File: src/rtl/alu_seq_ctrl.sv
// Four-state (IDLE/READ/EXEC/WB) sequencer that feeds the 16-bit ALU from the register file and owns the PSR.
// Optional macro ALU_SEQ_PSR_LOAD_EN adds psr_we/psr_wdata for a direct PSR load that overrides writeback flags.
module alu_seq_ctrl #(
    parameter int DATA_W = 16,
    parameter int FLAG_W = 5
) (
    input  logic              clk,
    input  logic              reset,
    input  logic              instr_valid,
    output logic              instr_ready,
    input  logic [15:0]       instr,
    output logic [3:0]        rf_raddr_a,
    output logic [3:0]        rf_raddr_b,
    input  logic [DATA_W-1:0] rf_rdata_a,
    input  logic [DATA_W-1:0] rf_rdata_b,
    output logic              rf_we,
    output logic [3:0]        rf_waddr,
    output logic [DATA_W-1:0] rf_wdata,
    output logic [DATA_W-1:0] alu_a,
    output logic [DATA_W-1:0] alu_b,
    output logic [3:0]        alu_opcode,
    output logic [3:0]        alu_opext,
    output logic              alu_carry,
    input  logic [DATA_W-1:0] alu_s,
    input  logic [FLAG_W-1:0] alu_clfzn,
`ifdef ALU_SEQ_PSR_LOAD_EN
    input  logic              psr_we,
    input  logic [FLAG_W-1:0] psr_wdata,
`endif
    output logic [FLAG_W-1:0] psr,
    output logic              done,
    output logic              illegal
);

    typedef enum logic [1:0] {
        S_IDLE = 2'd0,
        S_READ = 2'd1,
        S_EXEC = 2'd2,
        S_WB   = 2'd3
    } state_t;

    state_t              state_q, state_d;
    logic [15:0]         instr_q, instr_d;
    logic [DATA_W-1:0]   op_a_q, op_a_d;
    logic [DATA_W-1:0]   op_b_q, op_b_d;
    logic [DATA_W-1:0]   res_q, res_d;
    logic [FLAG_W-1:0]   flg_q, flg_d;
    logic [FLAG_W-1:0]   psr_q, psr_d;
    logic                legal_q, legal_d;

    function automatic logic signed [DATA_W-1:0] sext_imm8(input logic signed [7:0] imm);
        return {{(DATA_W-8){imm[7]}}, imm};
    endfunction

    function automatic logic [DATA_W-1:0] zext_imm8(input logic [7:0] imm);
        return {{(DATA_W-8){1'b0}}, imm};
    endfunction

    // ADDI/ADDCI take a signed immediate, ADDUI an unsigned one; everything else reads rsrc.
    function automatic logic [DATA_W-1:0] operand_b(input logic [15:0] ins, input logic [DATA_W-1:0] rdata);
        case (ins[15:12])
            4'b0101, 4'b0111: return sext_imm8(ins[7:0]);
            4'b0110:          return zext_imm8(ins[7:0]);
            default:          return rdata;
        endcase
    endfunction

    function automatic logic is_legal(input logic [3:0] opc, input logic [3:0] ext);
        case (opc)
            4'b0000:                   return (ext == 4'b0101) || (ext == 4'b0110) || (ext == 4'b0111);
            4'b0101, 4'b0110, 4'b0111: return 1'b1;
            4'b1010:                   return (ext == 4'b0101) || (ext == 4'b0110);
            default:                   return 1'b0;
        endcase
    endfunction

    always_ff @(posedge clk or posedge reset) begin
        if (reset) begin
            state_q <= S_IDLE;
        end else begin
            state_q <= state_d;
        end
    end

    always_comb begin
        state_d = state_q;
        case (state_q)
            S_IDLE:  if (instr_valid) state_d = S_READ;
            S_READ:  state_d = S_EXEC;
            S_EXEC:  state_d = S_WB;
            S_WB:    state_d = S_IDLE;
            default: state_d = S_IDLE;
        endcase
    end

    always_comb begin
        instr_ready = 1'b0;
        rf_we       = 1'b0;
        done        = 1'b0;
        illegal     = 1'b0;
        case (state_q)
            S_IDLE: instr_ready = 1'b1;
            S_WB: begin
                done    = 1'b1;
                rf_we   = legal_q;
                illegal = ~legal_q;
            end
            default: ;
        endcase
    end

    always_comb begin
        instr_d = instr_q;
        op_a_d  = op_a_q;
        op_b_d  = op_b_q;
        legal_d = legal_q;
        res_d   = res_q;
        flg_d   = flg_q;
        psr_d   = psr_q;
        case (state_q)
            S_IDLE: if (instr_valid) instr_d = instr;
            S_READ: begin
                op_a_d  = rf_rdata_a;
                op_b_d  = operand_b(instr_q, rf_rdata_b);
                legal_d = is_legal(instr_q[15:12], instr_q[7:4]);
            end
            S_EXEC: begin
                res_d = alu_s;
                flg_d = alu_clfzn;
            end
            S_WB:    if (legal_q) psr_d = flg_q;
            default: ;
        endcase
`ifdef ALU_SEQ_PSR_LOAD_EN
        // A direct load beats the writeback flags on the same edge.
        if (psr_we) psr_d = psr_wdata;
`endif
    end

    always_ff @(posedge clk or posedge reset) begin
        if (reset) begin
            instr_q <= '0;
            op_a_q  <= '0;
            op_b_q  <= '0;
            legal_q <= 1'b0;
            res_q   <= '0;
            flg_q   <= '0;
            psr_q   <= '0;
        end else begin
            instr_q <= instr_d;
            op_a_q  <= op_a_d;
            op_b_q  <= op_b_d;
            legal_q <= legal_d;
            res_q   <= res_d;
            flg_q   <= flg_d;
            psr_q   <= psr_d;
        end
    end

    assign rf_raddr_a = instr_q[11:8];
    assign rf_raddr_b = instr_q[3:0];
    assign rf_waddr   = instr_q[11:8];
    assign rf_wdata   = res_q;
    assign alu_a      = op_a_q;
    assign alu_b      = op_b_q;
    assign alu_opcode = instr_q[15:12];
    assign alu_opext  = instr_q[7:4];
    assign alu_carry  = psr_q[FLAG_W-1];
    assign psr        = psr_q;

endmodule
File: config.mk
export PLATFORM = sky130hd
export DESIGN_NAME = alu_seq_ctrl
export DESIGN_NICKNAME = d
export VERILOG_FILES = /design/src/rtl/alu_seq_ctrl.sv
export SDC_FILE = /design/constraint.sdc
export NUM_CORES = 1
export LEC_CHECK = 0
export CELL_PAD_IN_SITES_DETAIL_PLACEMENT = 1
export CELL_PAD_IN_SITES_GLOBAL_PLACEMENT = 2
export CORE_UTILIZATION = 27
export DETAILED_ROUTE_END_ITERATION = 10
export PLACE_DENSITY_LB_ADDON = 0.05
export SYNTH_ARGS = -nofsm -noshare
export SYNTH_HDL_FRONTEND = slang
export SYNTH_SLANG_ARGS = --single-unit
File: constraint.sdc
create_clock -name clk -period 6.2 [get_ports clk]
set_input_delay 1.24 -clock clk [delete_from_list [all_inputs] [get_ports clk]]
set_output_delay 1.24 -clock clk [all_outputs]
set_load 0.01 [all_outputs]
==> impl_metrics.ini <==
[clocking]
clk_path_buf_depth = 2
cts_root_buffer = clkbuf_16
cts_tree = built
ctsHoldBuffers = 0
cts_inserted_buffers = 9
h-tree-depth = 3
worst_skew_pair.late_latency_ns = 0.33
cts_resized = 0
numClockSinks = 77
postCtsSetupBuffers = 0
path_clk_slew_ns = 0.06

[die]
initial_utilization = 0.2761
dieArea_mm2 = 0.01206
die_x_um = 109.8
ios = 150
core_area_mm2 = 0.01137
std_cell_rows = 39
die_h_um = 109.8

[global_routing]
antenna_found_initial = 0
gr-total-overflow = 0
grt_pass1_vias = 2356
grt_use_total = 0.1393
grt_max_degree = 51
grt_pass1_wl_um = 12430

[setup_path]
cp_cell_sequence = ha_1, nand2_1, inv_1, clkdlybuf4s50_1
cp.arrival_ns = 1.74
max_stage_delay_ns = 0.48
crit_path_end = rf_we
crit_type = register to primary output
worstSetupEndpointType = primary output
cp.required_ns = 4.96
cp_max_fo = 6
critical_path.startpoint = state_q[0]
critPathLaunchType = register
r2r_cells = 5
critPathSlowestCell = clkdlybuf4s50_1
rr_startpoint = state_q[1]
cp.depth = 4
r2r_end = alu_b[12]
critPathBufInv = 2
cp_top_family = buffers and inverters
rrSetupSlack_ns = 3.83

[power_and_ir_drop]
peakVddDrop_mv = 0.1869
p_leak_nw = 2.061
p_total_mw = 2.768
power_density_mw_per_mm2 = 547.4

[synth]
ys_seq_area_frac = 0.6138
syn_area_mm2 = 0.003139
ys.flop_type = dfrtp_1
synthCells = 239
async_reset_ff_frac = 1.000
syn_nets = 315
synth.avg_cell_area_um2 = 13.13
yosys_warnings = 0
synth.distinct_cells = 24
ys_ff_latch = 77
synth_edf_count = 0

[detailed_routing]
ant_nets = 0
first_iter_violations = 72
num_vias = 2395
wl_per_cell_um = 15.38
drc_errors = 0
vias_per_cell = 4.510
wirelength_um = 8169
dr.pass1.iters = 4

[sta]
rsz0062_at_grt = no
min_period_ns = 2.975
period_share = 0.4799
maxSlewViolCount = 0
fin_tns_setup_ns = 0
relSlewSlack = 0.3247
finalHoldViolations = 0
setup_viol = 0
finalWorstSetupSlack_ns = 3.225
tightest_slew_ns = 1.013
fin_skew_ns = 0.005288
fmax_ghz = 0.3361

[finish]
final_nets = 459
drive_gt1_frac = 0.1959
syn2layout_area_growth_pct = 61.06
fill_cells = 1268
final_cell_area_mm2 = 0.005056
antennaDiodeCount = 0

[place]
place_worst_setup_slack_ns = 3.353
place.gp.congestion = 0.7023
placed_cell_area_mm2 = 0.004731
io_buffers = 149
hpwlAfterDp_um = 5830

[hold_path]
hold_class = register to register
worstHoldStart = alu_a[5]

[flow_run]
cap_viol_max_count = 0

[status]
status = finished clean
[cell families after synthesis]
kind of cell,Yosys count,share of synthesized area
adder cells (fa/ha/maj),4,0.01594
flip-flops,77,0.6138
AO/OA/AOI/OAI,40,0.07294
buffers and inverters,23,0.03587
AND/OR/NAND/NOR,37,0.05341
multiplexers,58,0.2080
[how the worst min path moves through the flow]
stage	to	cells after the start	slack (ns)
after detailed placement	psr[4]	1	0.49
after global routing	rf_wdata[7]	1	0.52
after CTS	psr[4]	1	0.51
final	alu_a[5]	1	0.50
after global placement	psr[2]	1	0.49
after floorplan	flg_q[0]	1	0.48
[metrics by stage]
step | util | hold WS [ns] | std cells
finish | 0.4447 | 0.5027 | 531
global route | 0.4447 | 0.5207 | 531
CTS | 0.4447 | 0.5070 | 531
detailed placement | 0.4161 | 0.4926 | 515
global placement | 0.4161 | 0.4854 | 515
floorplan | - | 0.4766 | 239
[area by class of cell]
| cell class | count | area (um^2) | area share |
|---|---|---|---|
| flip-flops and latches | 77 | 1927 | 0.3811 |
| repair buffers | 150 | 1499 | 0.2965 |
| multi-input cells | 139 | 1102 | 0.2180 |
| clock buffers | 10 | 239.0 | 0.04727 |
| well taps | 143 | 178.9 | 0.03539 |
| clock inverters | 6 | 86.33 | 0.01707 |
| inverters | 6 | 23.77 | 0.004702 |
[cells in the mapped netlist (2+ instances only)]
cell type | count | area share
a21oi_1 | 10 | 0.016
a31oi_1 | 10 | 0.020
buf_1 | 2 | 0.0024
buf_2 | 3 | 0.0048
buf_4 | 6 | 0.014
clkbuf_1 | 6 | 0.0072
dfrtp_1 | 77 | 0.61
ha_1 | 4 | 0.016
inv_1 | 5 | 0.0060
mux2_1 | 3 | 0.011
mux2_2 | 55 | 0.20
nand2_1 | 2 | 0.0024
nand3_1 | 8 | 0.013
nor2_1 | 21 | 0.025
nor2b_1 | 3 | 0.0060
o21ai_0 | 16 | 0.026
[placed cells by master, fill, tap and decap left out]
cell type / netlist / final
clkdlybuf4s50_1: 0 / 149
dfrtp_1: 77 / 77
mux2_2: 55 / 55
nor2_1: 21 / 21
o21ai_0: 16 / 16
a31oi_1: 10 / 10
a21oi_1: 10 / 10
clkbuf_16: 0 / 9
nand3_1: 8 / 8
inv_1: 5 / 4
nor2b_1: 3 / 3
clkinv_2: 0 / 3
mux2_1: 3 / 3
ha_1: 4 / 3
nand2_1: 2 / 2
bufinv_16: 0 / 2
or2_1: 1 / 1
nand2b_1: 1 / 1
o21ai_1: 1 / 1
inv_2: 1 / 1
or4b_1: 1 / 1
a21boi_0: 1 / 1
o41ai_2: 1 / 1
o31ai_1: 1 / 1
ha_2: 0 / 1
clkinvlp_4: 0 / 1
clkbuf_8: 0 / 1
clkinv_4: 0 / 1
buf_4: 6 / 1
[worst reg2reg max path: cells and delay by family, from the launching register on]
kind	cells	cell delay, ns
AOI/OAI and AO/OA	2	0.85
DFF	1	0.40
adders and majority gates	1	0.79
buffers and inverters	2	0.18
[per-layer routing]
| layer | wire length [um] | part of all wire | global-route usage | vias to the layer above |
|---|---|---|---|---|
| met5 | 0 | 0 | 0 | - |
| li1 | - | - | - | 1126 |
| met4 | 126 | 0.015 | 0.06000 | 0 |
| met3 | 597 | 0.073 | 0.04327 | 10 |
| met1 | 3676 | 0.45 | 0.1896 | 1166 |
| met2 | 3769 | 0.46 | 0.2022 | 93 |
[flip-flops by register name, indices dropped and copies added (netlist names)]
signal and flops:
alu_a 16, alu_b 16, instr_q 16, rf_wdata 16
flg_q 5, psr 5, state_q 2, legal_q 1
[report_power, final]
part | internal [mW] | switching (mW)
logic | 0.753 | 0.523
clock network | 0.363 | 0.206
registers | 0.762 | 0.162
Power figures use the tool's default switching activity.
